[src/rtl/mem_bus_pkg.sv]
// Shared memory-bus types for the CPU-to-SRAM bridge.
// Request size encoding, bridge states and size decode helper.
package mem_bus_pkg;

  typedef enum logic [1:0] {
    MEM_SZ_NONE = 2'd0,
    MEM_SZ_BYTE = 2'd1,
    MEM_SZ_HALF = 2'd2,
    MEM_SZ_WORD = 2'd3
  } mem_sz_e;

  typedef enum logic [2:0] {
    IDLE,
    RD_A,
    RD_B,
    RD_RESP,
    WR_B,
    WR_A
  } bridge_state_e;

  function automatic logic [2:0] size_bytes(input logic [1:0] sz);
    case (sz)
      MEM_SZ_HALF: size_bytes = 3'd2;
      MEM_SZ_WORD: size_bytes = 3'd4;
      default:     size_bytes = 3'd1;
    endcase
  endfunction

endpackage

[src/rtl/mem_lane_shifter.sv]
// Byte-lane steering between CPU-side right-justified data
// and the two SRAM words touched by a possibly split access.
module mem_lane_shifter (
  input  logic [1:0]  off,
  input  logic [2:0]  nbytes,
  input  logic [31:0] wdata,
  input  logic [31:0] rd_lo,
  input  logic [31:0] rd_hi,
  output logic [7:0]  be_win,
  output logic [63:0] wdata_sh,
  output logic [31:0] rdata
);

  logic [5:0]  bit_off;
  logic [63:0] rd_sh;
  logic [31:0] mask;

  assign bit_off  = {off, 3'b000};
  assign be_win   = ((8'd1 << nbytes) - 8'd1) << off;
  assign wdata_sh = {32'd0, wdata} << bit_off;
  assign rd_sh    = {rd_hi, rd_lo} >> bit_off;

  always_comb begin
    mask = 32'hffff_ffff;
    case (nbytes)
      3'd1:    mask = 32'h0000_00ff;
      3'd2:    mask = 32'h0000_ffff;
      default: mask = 32'hffff_ffff;
    endcase
  end

  assign rdata = rd_sh[31:0] & mask;

endmodule

[src/rtl/cpu_mem_bridge.sv]
// Bridges the CPU byte-addressed read/write strobes onto one
// word-wide synchronous SRAM port, splitting unaligned accesses.
module cpu_mem_bridge
  import mem_bus_pkg::*;
#(
  parameter int ADDR_WIDTH = 12
) (
  input  logic                  clk,
  input  logic                  reset_n,
  input  logic [1:0]            m_in_sig_read,
  input  logic [31:0]           m_in_addr,
  output logic                  m_in_ready,
  output logic [31:0]           m_in_data,
  input  logic [1:0]            m_out_sig_write,
  input  logic [31:0]           m_out_addr,
  input  logic [31:0]           m_out_data,
  output logic                  m_out_ready,
  output logic                  mem_en,
  output logic                  mem_we,
  output logic [ADDR_WIDTH-1:0] mem_addr,
  output logic [3:0]            mem_be,
  output logic [31:0]           mem_wdata,
  input  logic [31:0]           mem_rdata
);

  localparam int AW = ADDR_WIDTH;

  bridge_state_e state, state_d;

  logic [1:0]    req_off, req_off_d;
  logic [1:0]    req_sz, req_sz_d;
  logic [AW-1:0] req_word, req_word_d;
  logic          req_split, req_split_d;
  logic [3:0]    hi_be, hi_be_d;
  logic [31:0]   hi_wdata, hi_wdata_d;
  logic [31:0]   cap, cap_d;

  logic          pend_v, pend_v_d;
  logic [AW+1:0] pend_addr, pend_addr_d;
  logic [1:0]    pend_sz, pend_sz_d;
  logic [31:0]   pend_data, pend_data_d;

  logic          in_ready_d, out_ready_d;
  logic [31:0]   in_data_d;
  logic          mem_en_d, mem_we_d;
  logic [AW-1:0] mem_addr_d;
  logic [3:0]    mem_be_d;
  logic [31:0]   mem_wdata_d;

  logic          rd_req, wr_req;
  logic [1:0]    a_off, a_sz;
  logic [AW-1:0] a_word;
  logic [31:0]   a_wdata;
  logic [2:0]    a_n;
  logic          a_split;
  logic [7:0]    win;
  logic [63:0]   wsh;
  logic [31:0]   rres;
  logic          unused_hi;

  assign rd_req = m_in_sig_read != 2'd0;
  assign wr_req = m_out_sig_write != 2'd0;
  assign unused_hi = ^{m_in_addr[31:AW+2], m_out_addr[31:AW+2]};

  // In IDLE the shifter sees the request being accepted,
  // otherwise the latched one.
  always_comb begin
    a_off   = req_off;
    a_sz    = req_sz;
    a_word  = req_word;
    a_wdata = pend_data;
    if (state == IDLE) begin
      if (pend_v) begin
        a_off   = pend_addr[1:0];
        a_sz    = pend_sz;
        a_word  = pend_addr[AW+1:2];
        a_wdata = pend_data;
      end else if (rd_req) begin
        a_off  = m_in_addr[1:0];
        a_sz   = m_in_sig_read;
        a_word = m_in_addr[AW+1:2];
      end else begin
        a_off   = m_out_addr[1:0];
        a_sz    = m_out_sig_write;
        a_word  = m_out_addr[AW+1:2];
        a_wdata = m_out_data;
      end
    end
  end

  assign a_n     = size_bytes(a_sz);
  assign a_split = ({1'b0, a_off} + a_n) > 3'd4;

  mem_lane_shifter u_shift (
    .off      (a_off),
    .nbytes   (a_n),
    .wdata    (a_wdata),
    .rd_lo    (req_split ? cap : mem_rdata),
    .rd_hi    (mem_rdata),
    .be_win   (win),
    .wdata_sh (wsh),
    .rdata    (rres)
  );

  always_comb begin
    state_d     = state;
    req_off_d   = req_off;
    req_sz_d    = req_sz;
    req_word_d  = req_word;
    req_split_d = req_split;
    hi_be_d     = hi_be;
    hi_wdata_d  = hi_wdata;
    cap_d       = cap;
    pend_v_d    = pend_v;
    pend_addr_d = pend_addr;
    pend_sz_d   = pend_sz;
    pend_data_d = pend_data;
    in_ready_d  = 1'b0;
    out_ready_d = 1'b0;
    in_data_d   = m_in_data;
    mem_en_d    = 1'b0;
    mem_we_d    = 1'b0;
    mem_addr_d  = mem_addr;
    mem_be_d    = 4'd0;
    mem_wdata_d = mem_wdata;
    unique case (state)
      IDLE: begin
        if (pend_v || rd_req || wr_req) begin
          req_off_d   = a_off;
          req_sz_d    = a_sz;
          req_word_d  = a_word;
          req_split_d = a_split;
          hi_be_d     = win[7:4];
          hi_wdata_d  = wsh[63:32];
          mem_en_d    = 1'b1;
          mem_addr_d  = a_word;
          if (!pend_v && rd_req) begin
            mem_be_d = 4'hf;
            state_d  = a_split ? RD_B : RD_A;
            // a write arriving with the read waits its turn
            if (wr_req) begin
              pend_v_d    = 1'b1;
              pend_addr_d = m_out_addr[AW+1:0];
              pend_sz_d   = m_out_sig_write;
              pend_data_d = m_out_data;
            end
          end else begin
            mem_we_d    = 1'b1;
            mem_be_d    = win[3:0];
            mem_wdata_d = wsh[31:0];
            pend_v_d    = 1'b0;
            state_d     = a_split ? WR_B : WR_A;
          end
        end
      end
      RD_B: begin
        mem_en_d   = 1'b1;
        mem_be_d   = 4'hf;
        mem_addr_d = req_word + 1'b1;
        state_d    = RD_A;
      end
      RD_A: begin
        cap_d   = mem_rdata;
        state_d = RD_RESP;
      end
      RD_RESP: begin
        in_data_d  = rres;
        in_ready_d = 1'b1;
        state_d    = IDLE;
      end
      WR_B: begin
        mem_en_d    = 1'b1;
        mem_we_d    = 1'b1;
        mem_addr_d  = req_word + 1'b1;
        mem_be_d    = hi_be;
        mem_wdata_d = hi_wdata;
        state_d     = WR_A;
      end
      WR_A: begin
        out_ready_d = 1'b1;
        state_d     = IDLE;
      end
      default: state_d = IDLE;
    endcase
  end

  always_ff @(posedge clk or negedge reset_n) begin
    if (!reset_n) begin
      state       <= IDLE;
      req_off     <= '0;
      req_sz      <= '0;
      req_word    <= '0;
      req_split   <= 1'b0;
      hi_be       <= '0;
      hi_wdata    <= '0;
      cap         <= '0;
      pend_v      <= 1'b0;
      pend_addr   <= '0;
      pend_sz     <= '0;
      pend_data   <= '0;
      m_in_ready  <= 1'b0;
      m_in_data   <= '0;
      m_out_ready <= 1'b0;
      mem_en      <= 1'b0;
      mem_we      <= 1'b0;
      mem_addr    <= '0;
      mem_be      <= '0;
      mem_wdata   <= '0;
    end else begin
      state       <= state_d;
      req_off     <= req_off_d;
      req_sz      <= req_sz_d;
      req_word    <= req_word_d;
      req_split   <= req_split_d;
      hi_be       <= hi_be_d;
      hi_wdata    <= hi_wdata_d;
      cap         <= cap_d;
      pend_v      <= pend_v_d;
      pend_addr   <= pend_addr_d;
      pend_sz     <= pend_sz_d;
      pend_data   <= pend_data_d;
      m_in_ready  <= in_ready_d;
      m_in_data   <= in_data_d;
      m_out_ready <= out_ready_d;
      mem_en      <= mem_en_d;
      mem_we      <= mem_we_d;
      mem_addr    <= mem_addr_d;
      mem_be      <= mem_be_d;
      mem_wdata   <= mem_wdata_d;
    end
  end

endmodule

[config.mk]
export PLATFORM = sky130hd
export DESIGN_NAME = cpu_mem_bridge
export DESIGN_NICKNAME = d
export VERILOG_FILES = /design/src/rtl/mem_bus_pkg.sv /design/src/rtl/mem_lane_shifter.sv /design/src/rtl/cpu_mem_bridge.sv
export SDC_FILE = /design/constraint.sdc
export NUM_CORES = 1
export LEC_CHECK = 0
export BUFFER_PORTS_ARGS = -buffer_cell sky130_fd_sc_hd__buf_4
export CORE_MARGIN = 2
export CORE_UTILIZATION = 30
export DETAILED_ROUTE_END_ITERATION = 8
export SLEW_MARGIN = 20
export SYNTH_ARGS = -nofsm -noshare
export SYNTH_HDL_FRONTEND = slang
export SYNTH_SLANG_ARGS = --single-unit
[constraint.sdc]
create_clock -name clk -period 5.7 [get_ports clk]
set_input_delay 1.14 -clock clk [delete_from_list [all_inputs] [get_ports clk]]
set_output_delay 1.14 -clock clk [all_outputs]
set_load 0.02 [all_outputs]
== After elaboration in Yosys (flattened, before gate mapping) ==
Index checks and enable logic that the tools add are counted.
Word-level totals
  bits in read-only memories: 0
  bits of input ports: 134
  logic and storage cells: 92
  flip-flop bits (word level): 221
  latch bits: 0
  bits in writable memories: 0
  memories: 0
Operators by class
  div/mod/pow operators: 0
  reductions and logical operators: 15
  $add $sub $neg: 3
  multiply operators: 0
  order comparisons: 1
  shift-type cells: 4
  eq/ne operators: 12
  multiplexer cells: 36
  bitwise operators: 1
Operators with widths (number)
  $mux W32: 6
  $pmux W32 S2: 2
  $shl A32 B5 Y64: 1
  $shr A64 B5 Y32: 1
  $mux W12: 3
  $and A32 B32 Y32: 1
  $pmux W12 S2: 1
  $mux W2: 7
  $add A12 B1 Y12 const B: 1
  $pmux W3 S4: 1
  $pmux W4 S3: 1
  $eq A3 B2 Y1 const B: 3
  $mux W1: 8
  $mux W4: 2
  $reduce_bool A2 Y1: 4
  $shl A1 B3 Y8 const A: 1
  $shl A8 B2 Y8: 1
  $sub A8 B1 Y8 const B: 1
  $eq A3 B1 Y1 const B: 2
  $eq A3 B3 Y1 const B: 2
  $mux W3: 2
  $pmux W3 S2: 1
  $reduce_and A3 Y1: 2
  $eq A2 B2 Y1 const B: 2
  other kinds (12): 16

== Depth between registers and ports, before layout ==
  depth in word-level cells: 12
  gate-level depth with buffers: 14
  depth with buffers taken out: 9

== Hierarchy ==
Synthesis repeated with hierarchy kept, for this count alone.
Unflattened totals
  cell total of the unflattened synthesis: 1053
  area total of the unflattened synthesis: 12266.8 µm²
By module, submodules not included
  cpu_mem_bridge: cells each 860, area an instance 10351.2 µm², times used 1, sequential area each 5530.3 µm²
  mem_lane_shifter: cells each 193, area an instance 1915.6 µm², times used 1, sequential area each 0.0 µm²

== Worst setup path after synthesis ==
OpenSTA, ideal clock, no wires.
  kind: input -> register
  start: input m_out_addr[0]
  end: register state[0]
  setup time: 0.122 ns
  data required time: 5.578 ns
  stages: 12
  slack: 2.275 ns
  data arrival time: 3.304 ns
  buffers on the path: 3
  cells stage by stage: nor4_1 -> a21oi_1 -> a22oi_4 -> inv_2 -> buf_6 -> buf_6 -> buf_2 -> ha_1 -> fa_1 -> xor2_1 -> o21ai_0 -> o2111a_1
Between the ends
  longest elaborated chain between the ends: 9
  elaborated cells between the ends (all ways): 10
  those cells by class: 1 x add/sub; 1 x order compare; 8 x mux
RTL lines
  from (decl): line cpu_mem_bridge.sv:15  | input logic [31:0] m_out_addr,
  $mux W2 (*): line cpu_mem_bridge.sv:78  | end else if (rd_req) begin
  $mux W2 (*): line cpu_mem_bridge.sv:73  | if (pend_v) begin
  $mux W2 (*): line cpu_mem_bridge.sv:72  | if (state == IDLE) begin
  net a_off[0]: line cpu_mem_bridge.sv:51  | logic [1:0] a_off, a_sz;
  $add A2 B3 Y3 (*): line cpu_mem_bridge.sv:92  | assign a_split = ({1'b0, a_off} + a_n) > 3'd4;
  $gt A3 B3 Y1 (*): line cpu_mem_bridge.sv:92
  $mux W1 or $mux W2 (tied branches): line cpu_mem_bridge.sv:152, cpu_mem_bridge.sv:139
  $mux W3 (*): line cpu_mem_bridge.sv:137  | if (!pend_v && rd_req) begin
  $mux W3 (*): line cpu_mem_bridge.sv:128  | if (pend_v || rd_req || wr_req) begin
  $pmux W3 S4 (*): line cpu_mem_bridge.sv:126  | unique case (state)
  to (signal assigned): line cpu_mem_bridge.sv:210  | state <= state_d;
  to (decl): line cpu_mem_bridge.sv:28  | bridge_state_e state, state_d;
Mark *: on every way through the listed nets, which the timed path passes. The rest lies on a longest branch. The select of a mux whose other input is x is not followed.
A chain may end at the register's enable or synchronous reset.

== Worst setup path after layout ==
  start: register pend_v
  end: register state[0]
Between the ends
  longest elaborated chain between the ends: 10
  elaborated cells between the ends (all ways): 19
  those cells by class: 1 x add/sub; 1 x order compare; 3 x eq/ne; 10 x mux; 4 x reduce/logical
RTL lines
  from (decl): line cpu_mem_bridge.sv:38  | logic pend_v, pend_v_d;
  from (signal assigned): line cpu_mem_bridge.sv:218  | pend_v <= pend_v_d;
  $mux W2: line cpu_mem_bridge.sv:73
  $mux W2: line cpu_mem_bridge.sv:72
  $eq A2 B2 Y1: line mem_bus_pkg.sv:22  | case (sz)
  $pmux W3 S2: line mem_bus_pkg.sv:22
  $add A2 B3 Y3: line cpu_mem_bridge.sv:92
  $gt A3 B3 Y1: line cpu_mem_bridge.sv:92
  $mux W1 or $mux W2 (tied branches): line cpu_mem_bridge.sv:152, cpu_mem_bridge.sv:139
  $mux W3: line cpu_mem_bridge.sv:137
  $mux W3: line cpu_mem_bridge.sv:128
  $pmux W3 S4: line cpu_mem_bridge.sv:126
Parallel ways exist; a longest one is shown, timed or not. The select of a mux whose other input is x is not followed.

==> impl_summary.txt <==
----------------------------------------------------
[Timing]
  Max transition margin ... 0.3163
  Total setup violations reported at the end of the flow ... 0
  Transition at the pin with the smallest max-transition slack ... 1.026 ns
  Ratio of final minimum period to clock period ... 0.7569
  Final min period ... 4.314 ns
  Final count of pins violating max slew ... 0
  Maximum achievable frequency ... 231.8 MHz
  Count of final hold-check violations ... 0
  RSZ-0062 raised after global routing ... false
  Layout Skew ... 0.01282 ns
  Sum Neg Setup Slack ... 0 ns

[Clocking]
  H-tree depth ... 1
  Clock network latency to the later pin of the worst-skew pair ... 0.53 ns
  Number of buffers inserted during clock tree synthesis ... 25
  Root buf cell ... sky130_fd_sc_hd__clkbuf_16
  Post-CTS setup buffer count ... 0
  Number of gates given a new drive strength after cts ... 0
  Clock tree buffer depth ... 3
  TritonCTS clock tree ... yes
  CTS sink count ... 213
  Count of hold buffers inserted by post-cts repair ... 0
  Clock slew at the register clock pins of the worst setup and hold paths ... 0.06 ns

[Setup path]
  R2R Path Start ... pend_v
  Startpoint-to-endpoint class of the critical path ... register to register
  Ordered list of cells on the worst path ... inv_1, o21ai_1, o21a_2, inv_2, fa_1, xor2_1, o21ai_0, o2111a_1
  Launching element of the worst setup path ... pend_v
  Worst Setup End Kind ... register
  End of the worst register-to-register path ... state[0]
  Slowest cell on crit path ... sky130_fd_sc_hd__dfrtp_1
  R2r setup slk ... 1.39 ns
  Arr. time, crit path ... 4.72 ns
  Worst setup SP type ... register
  Critical path data required time ... 6.11 ns
  Capturing instance or port of the critical path ... state[0]
  Largest fanout on the critical path ... 36
  Maximum cell stage delay along the critical path ... 1.02 ns
  Cell depth of the worst flop-to-flop path ... 8

[Power and ir drop]
  Design internal power ... 4.785 mW
  Net switching power figure ... 3.302 mW
  Maximum vdd ir drop ... 328.1 uV
  Share of power burned in the clock network ... 0.197
  Pwr per Cell Area ... 596.8 nW/um^2
  Seq pwr share ... 0.329
  Combinational share of power ... 0.474
  Sw frac ... 0.4083
  Cell leakage power ... 6.321 nW

[Logic synthesis]
  Number of flops mapped to enable cells by yosys ... 0
  Cell Area, Synth ... 10,970 um^2
  Post-synth net total ... 1,116
  Part of the Yosys area used for sequential elements ... 0.4858
  Proportion of register bits with asynchronous set or reset after synthesis ... 1.000
  Mean cell area of the mapped netlist ... 11.21 um^2
  #FFs+latches synth ... 213
  Cells after synthesis ... 979
  Number of unique standard cell types used by synthesis ... 55
  Flip-flop cell with the highest count after synthesis ... sky130_fd_sc_hd__dfrtp_1
  Yosys warning total ... 0

[Detailed routing]
  Wire per inst ... 19.23 um
  Number of nets with antenna violations after detailed routing ... 0
  Number of DRC markers after the initial detailed-route iteration ... 591
  Post-route DRC ... 0
  Total number of vias ... 8,267
  Number of detailed-route iterations in the first pass ... 5
  Vias per std cell ... 5.113
  Wire length after detailed routing ... 31,100 um

[Placement]
  Post-Place Cell Area ... 12,720 um^2
  Post-DP HPWL ... 20,670 um
  Inst Count DP ... 1,572
  Number of buffers added on ports ... 181
  Routability Congestion ... 0.8176

[Run status]
  Result of the run ... finished clean

[Cells and area]
  Layout overhead on the synthesized area ... 23.50%
  Ant. Diodes ... 0
  Most common cell after layout, fill and taps aside ... sky130_fd_sc_hd__dfrtp_1
  Post-route cell area ... 13,550 um^2
  Layout Cells excl Fill ... 1,617
  Nets@finish ... 1,268
  Proportion of layout cells with a drive suffix above 1 ... 0.3438
  Most used cells in the layout excluding fill and tap cells ... sky130_fd_sc_hd__dfrtp_1, sky130_fd_sc_hd__buf_4, sky130_fd_sc_hd__nand2_1, sky130_fd_sc_hd__mux2_2, sky130_fd_sc_hd__mux2i_1

[Die]
  Die outline width ... 195.2 um
  Core Region ... 36,350 um^2
  Num rows ... 70
  Io pins ... 218
  Die area ... 38,120 um^2
  Die height ... 195.2 um
  Starting utilization of the core area ... 0.3019

[GRT]
  Wire length of the first global-routing pass ... 49,870 um
  Total GRT Usage ... 0.1642
  Initial antenna violation count ... 1
  Number of global-route vias before repair ... 8,485
  Pin count of the biggest net entering global routing ... 121
  GRT Residual Overflow ... 0

[Hold path]
  Hold/Removal Path Class ... register to register
  Hold Crit Start ... m_in_data[24]

[Job]
  Number of maximum-capacitance constraint violations ... 0

----------------------------------------------------
-- per-stage QoR --
stage               power [mW]  hold slack [ns]  utilization  worst slack (ns)
finish                   8.087           0.4768       0.3728             1.386
floorplan                5.319           0.4464            -             2.275
CTS                      8.160           0.4804       0.3728             1.398
detailed placement       6.524           0.4670       0.3501             1.301
global route             8.671           0.5010       0.3728             1.045
global placement         6.442           0.4592       0.3501             1.362
-- critical path: cells and delay by family (launching register included) --
kind	cells	cell delay, ns
fa+ha+maj	1	0.57
xor+xnor	1	0.15
flops	1	1.02
buf+inv	2	0.98
compound gates	4	1.42
-- layout make-up --
type / instances / area [um^2]
Inverter: 8 / 30.03
Sequential cell: 213 / 5331
Tap cell: 468 / 585.6
Multi-Input combinational cell: 688 / 5293
Clock inverter: 10 / 103.9
Fill cell: 3564 / 22800
Timing Repair Buffer: 195 / 1484
Clock buffer: 35 / 723.2
-- cell usage after synthesis (3+ instances only) --
master | count | area share
sky130_fd_sc_hd__xor2_1 | 12 | 0.0096
sky130_fd_sc_hd__dfrtp_1 | 213 | 0.49
sky130_fd_sc_hd__nor2_1 | 36 | 0.012
sky130_fd_sc_hd__buf_1 | 3 | 0.0010
sky130_fd_sc_hd__a31oi_1 | 8 | 0.0046
sky130_fd_sc_hd__nor3b_1 | 9 | 0.0062
sky130_fd_sc_hd__a21oi_1 | 42 | 0.019
sky130_fd_sc_hd__a22o_1 | 11 | 0.0088
sky130_fd_sc_hd__nand2b_1 | 4 | 0.0023
sky130_fd_sc_hd__buf_4 | 6 | 0.0041
sky130_fd_sc_hd__a211oi_1 | 9 | 0.0062
sky130_fd_sc_hd__a221o_1 | 11 | 0.010
sky130_fd_sc_hd__o31ai_1 | 3 | 0.0021
sky130_fd_sc_hd__clkbuf_1 | 37 | 0.013
sky130_fd_sc_hd__nor3_1 | 12 | 0.0055
sky130_fd_sc_hd__buf_6 | 5 | 0.0051
sky130_fd_sc_hd__buf_2 | 19 | 0.0087
sky130_fd_sc_hd__o21ai_0 | 29 | 0.013
sky130_fd_sc_hd__a22oi_1 | 16 | 0.011
sky130_fd_sc_hd__nand3b_1 | 8 | 0.0055
sky130_fd_sc_hd__mux2i_1 | 86 | 0.078
sky130_fd_sc_hd__o22ai_1 | 10 | 0.0057
sky130_fd_sc_hd__inv_2 | 3 | 0.0010
sky130_fd_sc_hd__o211ai_2 | 7 | 0.0080
sky130_fd_sc_hd__or2_1 | 3 | 0.0017
sky130_fd_sc_hd__a31o_2 | 6 | 0.0048
sky130_fd_sc_hd__nand3_1 | 7 | 0.0032
sky130_fd_sc_hd__mux4_2 | 24 | 0.049
sky130_fd_sc_hd__inv_1 | 5 | 0.0017
sky130_fd_sc_hd__and3_1 | 5 | 0.0029
sky130_fd_sc_hd__nand2_1 | 145 | 0.050
sky130_fd_sc_hd__mux2_2 | 106 | 0.11
sky130_fd_sc_hd__o21ai_1 | 33 | 0.015
sky130_fd_sc_hd__and2_1 | 3 | 0.0017
sky130_fd_sc_hd__nor2b_1 | 3 | 0.0017
sky130_fd_sc_hd__a21o_1 | 17 | 0.012
-- metal layers --
metal | vias up | GRT usage | share of wire
met2 | 233 | 0.2546 | 0.45
met4 | 2 | 0.04693 | 0.025
met1 | 4112 | 0.2282 | 0.46
li1 | 3861 | - | -
met3 | 59 | 0.03972 | 0.067
met5 | - | 0 | 0.00058
-- cells by family (layout without fill, tap and decap cells) --
kind of cell | after synthesis | in the layout | share of synthesized area
AOI/OAI and AO/OA | 210 | 210 | 0.1284
adders and majority gates | 4 | 4 | 0.005017
DFF | 213 | 213 | 0.4858
muxes | 216 | 216 | 0.2365
xor gates and xnor gates | 12 | 12 | 0.009579
and+or+nand+nor | 246 | 246 | 0.1004
buffers and inverters | 78 | 248 | 0.03432
-- power by group through the flow --
stage,registers [mW],clock network (mW),logic (mW)
after global routing,2.76,1.72,4.19
after detailed placement,2.68,0,3.84
after floorplan,2.76,0,2.56
after global placement,2.66,0,3.78
after CTS,2.66,1.64,3.85
final,2.66,1.59,3.83
-- registers in the layout, indices dropped and copies added, names as in the netlist, 2 cells and up --
| register | cells |
|---|---|
| cap | 32 |
| hi_be | 4 |
| hi_wdata | 24 |
| m_in_data | 32 |
| mem_addr | 12 |
| mem_be | 4 |
| mem_wdata | 32 |
| pend_addr | 14 |
| pend_data | 32 |
| pend_sz | 2 |
| req_off | 2 |
| req_sz | 2 |
| req_word | 12 |
| state | 3 |
-- worst min-delay path by stage --
stage,slack (ns),to,depth (start not counted)
4_1_cts,0.48,m_in_data[31],1
2_1_floorplan,0.45,hi_be[1],2
5_1_grt,0.50,hi_be[3],1
6_report,0.48,m_in_data[24],1
3_3_place_gp,0.46,hi_be[1],2
3_5_place_dp,0.47,m_in_data[31],1
No activity file was read; power rests on OpenSTA's default activity.
